### config.mk
export PLATFORM = sky130hd
export DESIGN_NAME = cardiv
export DESIGN_NICKNAME = d
export VERILOG_FILES = /design/src/rtl/cardiv_pkg.sv /design/src/rtl/cardiv_lzc.sv /design/src/rtl/cardiv.sv
export SDC_FILE = /design/constraint.sdc
export NUM_CORES = 1
export LEC_CHECK = 0
export BUFFER_PORTS_ARGS = -buffer_cell sky130_fd_sc_hd__buf_2
export CAP_MARGIN = 20
export CORE_ASPECT_RATIO = 0.7
export CORE_MARGIN = 2
export CORE_UTILIZATION = 65
export CTS_BUF_LIST = sky130_fd_sc_hd__clkbuf_16
export CTS_CLUSTER_SIZE = 20
export DETAILED_ROUTE_END_ITERATION = 8
export PLACE_DENSITY_LB_ADDON = 0.15
export SYNTH_ARGS = -nofsm -noshare
export SYNTH_HDL_FRONTEND = slang
export SYNTH_SLANG_ARGS = --single-unit
### constraint.sdc
create_clock -name s_clk_i -period 7.83 [get_ports s_clk_i]
set_clock_uncertainty 0.05 [all_clocks]
set_input_delay 0 -clock s_clk_i [delete_from_list [all_inputs] [get_ports s_clk_i]]
set_output_delay 0 -clock s_clk_i [all_outputs]
set_load 0.1 [all_outputs]
### src/rtl/cardiv_pkg.sv
// Shared types and constants for the carry-less divider.
package cardiv_pkg;

    localparam int unsigned CDV_XLEN  = 32;
    localparam int unsigned CDV_CNT_W = 6;

    typedef enum logic [1:0] {
        CDV_CLDIV = 2'd0,
        CDV_CLREM = 2'd1
    } f_part;

    localparam logic [CDV_CNT_W-1:0] CDV_IDLE     = 6'd0;
    localparam logic [CDV_CNT_W-1:0] CDV_DONE     = 6'b111111;
    localparam logic [CDV_XLEN-1:0]  CDV_BAD_FUNC = 32'd1337;

    // Datapath registers (everything except the step counter)
    typedef struct packed {
        logic [CDV_XLEN-1:0]  rem;
        logic [CDV_XLEN-1:0]  quo;
        logic [CDV_XLEN-1:0]  div;
        logic [CDV_CNT_W-1:0] last;
    } cdv_dp_t;

endpackage

### src/rtl/cardiv_lzc.sv
// 32-bit leading-zero counter; returns 32 for an all-zero input.
module cardiv_lzc
    import cardiv_pkg::*;
(
    input  logic [CDV_XLEN-1:0]  i_data,
    output logic [CDV_CNT_W-1:0] o_count
);

    // Ascending scan: the highest set bit is the last one to write o_count
    always_comb begin
        o_count = CDV_CNT_W'(CDV_XLEN);
        for (int i = 0; i < CDV_XLEN; i++) begin
            if (i_data[i]) begin
                o_count = CDV_CNT_W'(CDV_XLEN - 1 - i);
            end
        end
    end

endmodule

### src/rtl/cardiv.sv
// Iterative GF(2) polynomial divider: one reduction step per cycle,
// quotient or remainder selected onto the result port.
module cardiv
    import cardiv_pkg::*;
(
    input  logic                s_clk_i,
    input  logic                s_resetn_i,
    input  logic [1:0]          s_function_i,
    input  logic [CDV_XLEN-1:0] s_op1_i,
    input  logic [CDV_XLEN-1:0] s_op2_i,
    input  logic                s_stall_i,
    input  logic                s_flush_i,
    input  logic                s_compute_i,
    output logic                s_finished_o,
    output logic [CDV_XLEN-1:0] s_result_o
);

    logic [CDV_CNT_W-1:0] r_cnt;
    logic [CDV_CNT_W-1:0] w_cnt_nxt;
    cdv_dp_t              r_dp;
    cdv_dp_t              w_dp_nxt;
    logic                 w_dp_we;
    logic [CDV_CNT_W-1:0] w_lzc;
    logic [CDV_CNT_W-1:0] w_j;
    logic [4:0]           w_bitpos;
    logic [4:0]           w_qpos;
    logic                 w_sub;
    logic [CDV_XLEN-1:0]  w_rem_step;

    cardiv_lzc u_lzc (
        .i_data  (s_op2_i),
        .o_count (w_lzc)
    );

    // Step j tests remainder bit 31-j and sets quotient bit rlast-j
    always_comb begin
        w_j        = r_cnt - 6'd1;
        w_bitpos   = 5'(6'd31 - w_j);
        w_qpos     = 5'(r_dp.last - w_j);
        w_sub      = r_dp.rem[w_bitpos];
        w_rem_step = w_sub ? (r_dp.rem ^ r_dp.div) : r_dp.rem;
    end

    always_comb begin
        w_cnt_nxt = r_cnt;
        w_dp_nxt  = r_dp;
        w_dp_we   = s_compute_i;

        if (s_flush_i) begin
            w_cnt_nxt = CDV_IDLE;
        end else if (r_cnt == CDV_IDLE) begin
            if (s_compute_i) begin
                w_dp_nxt.last = w_lzc;
                w_dp_nxt.div  = s_op2_i << w_lzc;
                w_dp_nxt.rem  = s_op1_i;
                w_dp_nxt.quo  = '0;
                if ((s_op2_i == '0) || (s_op1_i == '0)) begin
                    w_cnt_nxt = CDV_DONE;
                end else begin
                    w_cnt_nxt = 6'd1;
                end
            end
        end else if (r_cnt == CDV_DONE) begin
            // Result is held under stall, otherwise retire to idle
            if (!s_stall_i) begin
                w_cnt_nxt = CDV_IDLE;
                w_dp_nxt  = '0;
                w_dp_we   = 1'b1;
            end
        end else if (s_compute_i) begin
            w_dp_nxt.rem = w_rem_step;
            if (w_sub) begin
                w_dp_nxt.quo = r_dp.quo | (32'd1 << w_qpos);
            end
            w_dp_nxt.div = r_dp.div >> 1;
            if ((w_j == r_dp.last) || (w_rem_step == '0)) begin
                w_cnt_nxt = CDV_DONE;
            end else begin
                w_cnt_nxt = r_cnt + 6'd1;
            end
        end
    end

    always_ff @(posedge s_clk_i or negedge s_resetn_i) begin
        if (!s_resetn_i) begin
            r_cnt <= CDV_IDLE;
        end else begin
            r_cnt <= w_cnt_nxt;
        end
    end

    always_ff @(posedge s_clk_i) begin
        if (w_dp_we) begin
            r_dp <= w_dp_nxt;
        end
    end

    assign s_finished_o = (r_cnt == CDV_DONE);

    always_comb begin
        case (s_function_i)
            CDV_CLDIV: s_result_o = r_dp.quo;
            CDV_CLREM: s_result_o = r_dp.rem;
            default:   s_result_o = CDV_BAD_FUNC;
        endcase
    end

endmodule

==> flow_summary_export.csv, run 1 <==
group,metric,value,unit
status,status,"complete, no violations",
global_route,grt_max_degree,66,
sta,finalCritPeriodShare,60.66,%
pwr,power,4.808,mW
synthesis,synth.most_common_cell,"nand2_1",
synthesis,async_flop_share,5.556,%
sta,fin_ws,3081,ps
floorplan,dieArea,14490,um2
cells_and_area,drive_gt1_share,14.47,%
setup_path,timing.rr.end,"r_cnt[3]",
floorplan,core_region_area,13180,um2
synthesis,ys.flop_type,"edfxtp_1",
sta,rsz0062_at_grt,"false",
synthesis,synthMuxAreaShare,9.579,%
cells_and_area,post-route-util,76.59,%
route,dr.pass1.iters,9,
route,vias,9276,
pwr,intPower,2.269,mW
clock_network,path_clk_slew,70,ps
synthesis,yosys.area.top_type_share,34.84,%
placement,numPortBuffers,103,
flow_run,cap_violations,0,
synthesis,synth_top_cell_by_area,"edfxtp_1",
pwr,swShare,52.81,%
synthesis,ys_seq_elements,108,
synthesis,ys_types,65,
route,drc_errors,0,
worst_hold_path,min_to,"r_cnt[0]",
floorplan,start_util,66.69,%
global_route,grt_pass1_vias,8174,
synthesis,seq_area_frac_synth,36.55,%
setup_path,crit_path_end_kind,"flop",
cells_and_area,regArea,3213,um2
placement,place_worst_setup_slack,3287,ps
pwr,pwr-share-clk,9.7,%
clock_network,insertion_delay,360,ps
setup_path,crit_path_start_kind,"flop",
cells_and_area,multiInputGateArea,5274,um2
floorplan,fp.dieW,143,um
synthesis,synth_compound_area_share,21.79,%
synthesis,synth_edf_count,102,
sta,finalHoldViolations,0,
setup_path,ff2ff_path_depth,11,
synthesis,syn_area,8791,um2
pwr,combPwrFrac,60.3,%
pwr,p_sw,2.539,mW
clock_network,root_buffer,"clkbuf_16",
global_route,grt_overflow,0,
setup_path,critical_path_class,"reg2reg",
clock_network,clock_sinks,108,
clock_network,clockBufferDepth,2,
synthesis,avgSynthCellArea,8.429,um2
synthesis,synth_common_cells,"nand2_1 (143), nor2_1 (135), edfxtp_1 (102)",
clock_network,cts_tree,"done",
synthesis,synthSimpleGateAreaFrac,20.95,%
clock_network,cts_buffers,9,
pwr,power_density,476.2,nW/um2
placement,gp_congestion,0.9943,
synthesis,synth_xor_xnor_area_share,6.476,%
clock_network,h-tree-depth,3,
global_route,grt_first_pass_wirelength,46.51,mm
synthesis,syn_inst,1043,
synthesis,synth_top_family_by_area,"compound AO/OA/AOI/OAI gates",
pwr,p_seq_share,29.9,%
sta,whs,27.81,ps
cells_and_area,area_growth,14.84,%
global_route,track_usage,42.33,%
route,antenna_left,0,
placement,dp_hpwl,22.14,mm
synthesis,syn_nets,1121,
route,routedWlPerCell,22.85,um
setup_path,cp.arrival,4990,ps
sta,max_freq,210.6,MHz
cells_and_area,num_antenna_cells,0,
pwr,p_leak,4.017,nW
route,vias_per_cell,6.928,
worst_hold_path,hold_depth,5,
sta,drv_slew,0,
worst_hold_path,hold_class,"in2reg",
setup_path,r2r-start,"r_cnt[0]",
synthesis,yosys_warnings,0,
route,wl,30.60,mm
setup_path,ff2ff_setup_slack,3080,ps
sta,worstMarginPinSlew,1158,ps
synthesis,synthAdderAreaFrac,1.082,%
floorplan,rows,35,
cells_and_area,final_nets,1227,
setup_path,crit_fanout,54,
sta,fin_tns_setup,0,ps
pwr,max-vdd-ir-drop,448.8,uV
setup_path,required,8070,ps
sta,finalCriticalPeriod,4749,ps
global_route,grt_antenna_before_repair,0,
floorplan,top_level_ports,104,
route,first_iter_violations,1423,
worst_hold_path,hp-start,"s_compute_i",
synthesis,synthTopCellsByArea,"edfxtp_1 (35%), nand2_1 (6.1%), nor2_1 (5.8%)",
floorplan,chipHeight,101.3,um
cells_and_area,nFillCells,953,
sta,slew_headroom,22.11,%
sta,setup_viol,0,
[layout by cell type (no fill, tap or decap), types with 11 or more instances in the layout]
cell type        n
nor2b_1         11
nand3_1         49
nor4_1          20
a31oi_1         20
a21oi_1         66
xnor2_1         18
inv_1           21
nor2_1         134
xor2_1          47
mux2i_1         50
buf_2          103
buf_4           18
mux4_2          12
edfxtp_1       102
o211ai_1        11
nand2_1        142
o21ai_0         92
dlygate4sd3_1   35
[critical path, stage by stage, from the launching register on]
cell,delay [ps]
dfrtp_1,770
inv_1,210
ha_1,680
mux4_2,580
mux4_2,480
mux2_4,490
o32ai_1,380
o221ai_1,180
nor4_1,280
and3_1,270
o21ai_1,170
nand2_1,120
[timing repair]
| action | 4_1_cts | 5_1_grt |
|---|---|---|
| hold buffers | 35 | 0 |
| buffers inserted | 0 | 0 |
| hold endpoints to repair | 39 | 0 |
| resized for setup | 0 | 0 |
[power groups by stage]
stage               combinational [mW]  clock, mW  sequential [mW]
finish                            2.90      0.469             1.44
global route                      3.15      0.487             1.44
CTS                               2.81      0.465             1.40
detailed placement                2.77          0             1.41
global placement                  2.69          0             1.40
floorplan                         2.20          0             1.25
[state kept, by name, indices dropped and copies added (netlist names)]
signal and count:
r_cnt 6, r_dp 102
[layout make-up]
type | count | share of cell area (%)
clock buffers | 9 | 2.231
clock inverters | 7 | 0.7560
inverters | 20 | 0.7436
multi-input cells | 854 | 52.24
flip-flops and latches | 108 | 31.83
well taps | 185 | 2.293
repair buffers | 156 | 9.915
[worst max-delay path by stage]
stage                  start  endpoint  depth (start not counted)
finish              r_cnt[0]  r_cnt[3]                         11
detailed placement  r_cnt[0]  r_cnt[0]                         11
CTS                 r_cnt[0]  r_cnt[0]                         11
global placement    r_cnt[0]  r_cnt[0]                         11
global route        r_cnt[0]  r_cnt[3]                         11
floorplan           r_cnt[0]  r_dp[38]                          6
[through the flow]
step	cell area (um2)	instances
6_report	10100	1339
2_1_floorplan	8791	1043
5_1_grt	10100	1339
3_5_place_dp	9444	1288
4_1_cts	10100	1339
3_3_place_gp	9444	1288
[cells by family after synthesis]
family / count (synthesis)
simple gates: 413
compound gates: 301
flops: 108
buf+inv: 81
mux: 68
xor+xnor: 65
fa+ha+maj: 7
[routing by layer]
metal  wire length, um  GRT usage (%)
met5                 0              0
met2             12070          56.75
met4               513          6.321
met3              5168          16.45
met1             12850          65.60
(Power assumes the default switching activity.)
==> run 2: changes to the inputs <==
Settings changed: ABC_AREA set to 1, CORE_UTILIZATION 65 to 59.
Clock period 7.83 ns to 5 ns, I/O delays scaled along.
==> run 2 against run 1 <==
Net effect:
- design area fell by 6.4%
- routed wire length fell by 15%
- maximum frequency up 13%
- worst setup slack worse by 2300 ps
- via count shrank 6.7%
- utilization down 5.6 points
- hold slack worse by 12 ps
- first-iteration DRC count down 4.8%
- critical path depth up 9
- synthesized cell count grew 11%
- global-route usage decreased by 6.1 points
- die area up 1.9%
==> flow_summary_export.csv, run 2 <==
group,metric,value,unit
clock_network,root_buffer,"clkbuf_16",
floorplan,core_region_area,13310,um2
synthesis,ys.flop_type,"edfxtp_1",
route,routedWlPerCell,17.98,um
setup_path,ff2ff_setup_slack,790,ps
synthesis,synthTopCellsByArea,"edfxtp_1 (38%), nand2_1 (17%), nand3_1 (11%)",
setup_path,required,5220,ps
floorplan,top_level_ports,104,
synthesis,synth_top_cell_by_area,"edfxtp_1",
floorplan,start_util,61.15,%
sta,max_freq,237.5,MHz
placement,gp_congestion,1.008,
synthesis,syn_inst,1155,
setup_path,crit_path_end_kind,"flop",
clock_network,postCtsSetupRepairBufs,0,
cells_and_area,top_register,"r_dp",
global_route,grt_overflow,0,
synthesis,avgSynthCellArea,7.048,um2
synthesis,synth_common_cells,"nand2_1 (359), nand3_1 (179), inv_1 (118)",
setup_path,crit_fanout,33,
placement,dp_hpwl,19.71,mm
sta,fin_tns_setup,0,ps
flow_run,cap_violations,0,
sta,slew_headroom,29.54,%
synthesis,synth_xor_xnor_area_share,4.719,%
worst_hold_path,hold_class,"in2reg",
placement,dp_cells,1404,
placement,place_worst_setup_slack,1002,ps
cells_and_area,drive_gt1_share,12.29,%
sta,setup_viol,0,
route,vias_per_cell,5.952,
synthesis,synth.most_common_cell,"nand2_1",
floorplan,fp.dieW,144.4,um
floorplan,rows,35,
clock_network,cts_tree,"done",
route,wl,26.15,mm
clock_network,path_clk_slew,70,ps
cells_and_area,final_cell_mix,"nand2_1 (359), nand3_1 (179), inv_1 (117)",
clock_network,h-tree-depth,3,
sta,worstMarginPinSlew,1056,ps
sta,finalCriticalPeriod,4210,ps
cells_and_area,layout_commonest_cell,"nand2_1",
synthesis,yosys.area.top_type_share,37.63,%
floorplan,dieArea,14770,um2
synthesis,syn_area,8140,um2
cells_and_area,largest_register_ff_count,102,
synthesis,syn_nets,1233,
synthesis,yosys_warnings,0,
cells_and_area,num_antenna_cells,0,
global_route,track_usage,36.25,%
global_route,grt_antenna_before_repair,0,
sta,finalHoldViolations,0,
synthesis,ys_seq_elements,108,
route,first_iter_violations,1354,
cells_and_area,final_nets,1342,
setup_path,critical_path_class,"reg2reg",
setup_path,cp.arrival,4430,ps
synthesis,ys_types,41,
clock_network,clock_sinks,108,
placement,numPortBuffers,103,
synthesis,async_flop_share,5.556,%
clock_network,insertion_delay,360,ps
sta,rsz0062_at_grt,"false",
synthesis,synthAdderAreaFrac,1.168,%
synthesis,synth_top_family_by_area,"simple AND/OR/NAND/NOR gates",
synthesis,synth_compound_area_share,12.13,%
synthesis,seq_area_frac_synth,39.47,%
sta,drv_slew,0,
floorplan,chipHeight,102.3,um
route,drc_errors,0,
global_route,grt_max_degree,48,
status,status,"complete, no violations",
setup_path,crit_path_start_kind,"flop",
synthesis,synth_edf_count,102,
cells_and_area,layoutNonFillerInstCount,1454,
sta,whs,16.30,ps
synthesis,synthMuxAreaShare,0.1230,%
sta,fin_ws,789.6,ps
route,antenna_left,0,
global_route,grt_first_pass_wirelength,40.90,mm
cells_and_area,area_growth,16.05,%
clock_network,clockBufferDepth,2,
sta,finalCritPeriodShare,84.21,%
cells_and_area,largest_registers,"r_dp (102), r_cnt (6)",
global_route,grt_pass1_vias,7697,
route,vias,8654,
route,dr.pass1.iters,6,
clock_network,cts_buffers,9,
synthesis,synthSimpleGateAreaFrac,33.55,%
## run 2: changes by cell type after synthesis, sizes merged, moves of 11 or more
cell	delta
nand2	+221
nand3	+134
inv	+100
nor2	-79
mux2i	-49
a31oi	-19
clkbuf	-17
xnor2	-16
mux4	-12
buf	+11
nor2b	-11
## run 2: critical path: stages, from the launching register on
cell and delay, ps:
dfrtp_1 370, inv_2 120, ha_1 650, inv_1 180
a21oi_1 130, o21ai_0 90, nand3_1 90, nand3b_1 80
a21oi_1 170, a21oi_2 40, buf_4 240, nand2_1 120
xor2_1 250, nand4_1 140, nor4_1 700, nand2_1 180
nand2_1 190, o21ai_0 100, nand2_1 90, nand2_1 60
o21ai_0 70
## run 2: timing repair
item	in CTS	in global routing
hold buffers	34	0
hold endpoints to repair	39	0
gates resized for setup	0	0
## run 2: final timing paths
check                            start        to  cells after the start
max                           r_cnt[0]  r_cnt[1]                     20
min                        s_op1_i[11]  r_dp[81]                      3
max reg2reg                   r_cnt[0]  r_cnt[1]                     20
min reg2reg                   r_dp[21]  r_dp[20]                      2
max in group asynchronous   s_resetn_i  r_cnt[0]                      3
min in group asynchronous   s_resetn_i  r_cnt[3]                      3
## run 2: kinds of logic (layout without fill, tap and decap cells)
| kind of cell | count (synthesis) | count (layout) |
|---|---|---|
| AOI/OAI and AO/OA | 182 | 182 |
| xor gates and xnor gates | 43 | 43 |
| adders and majority gates | 7 | 7 |
| buffers and inverters | 177 | 291 |
| DFF | 108 | 108 |
| muxes | 1 | 1 |
| and+or+nand+nor | 637 | 637 |
## run 2: stage by stage
step / utilization, % / area [um2]
after floorplan: - / 8149
after global placement: 65.89 / 8772
after detailed placement: 65.89 / 8772
after CTS: 70.96 / 9447
after global routing: 70.96 / 9447
final: 70.96 / 9447
## run 2: routing by layer
metal	global-route usage [%]	vias up	part of all wire, %
li1	-	4095	-
met1	57.68	3968	45
met2	49.98	559	40
met3	10.12	32	14
met4	4.630	0	0.94
met5	0	-	0
## run 2: final cells by class
cell class | count | area (um2)
Clock buffer | 9 | 225.2
Multi-Input combinational cell | 870 | 4230
Inverter | 122 | 461.7
Clock inverter | 7 | 108.9
Sequential cell | 108 | 3213
Tap cell | 185 | 231.5
Fill cell | 1116 | 3866
Timing Repair Buffer | 153 | 975.9
Power of run 2 is left out: the tool's default activity adds up to more than one toggle a clock period on the data nets, which glitch-free logic cannot reach.
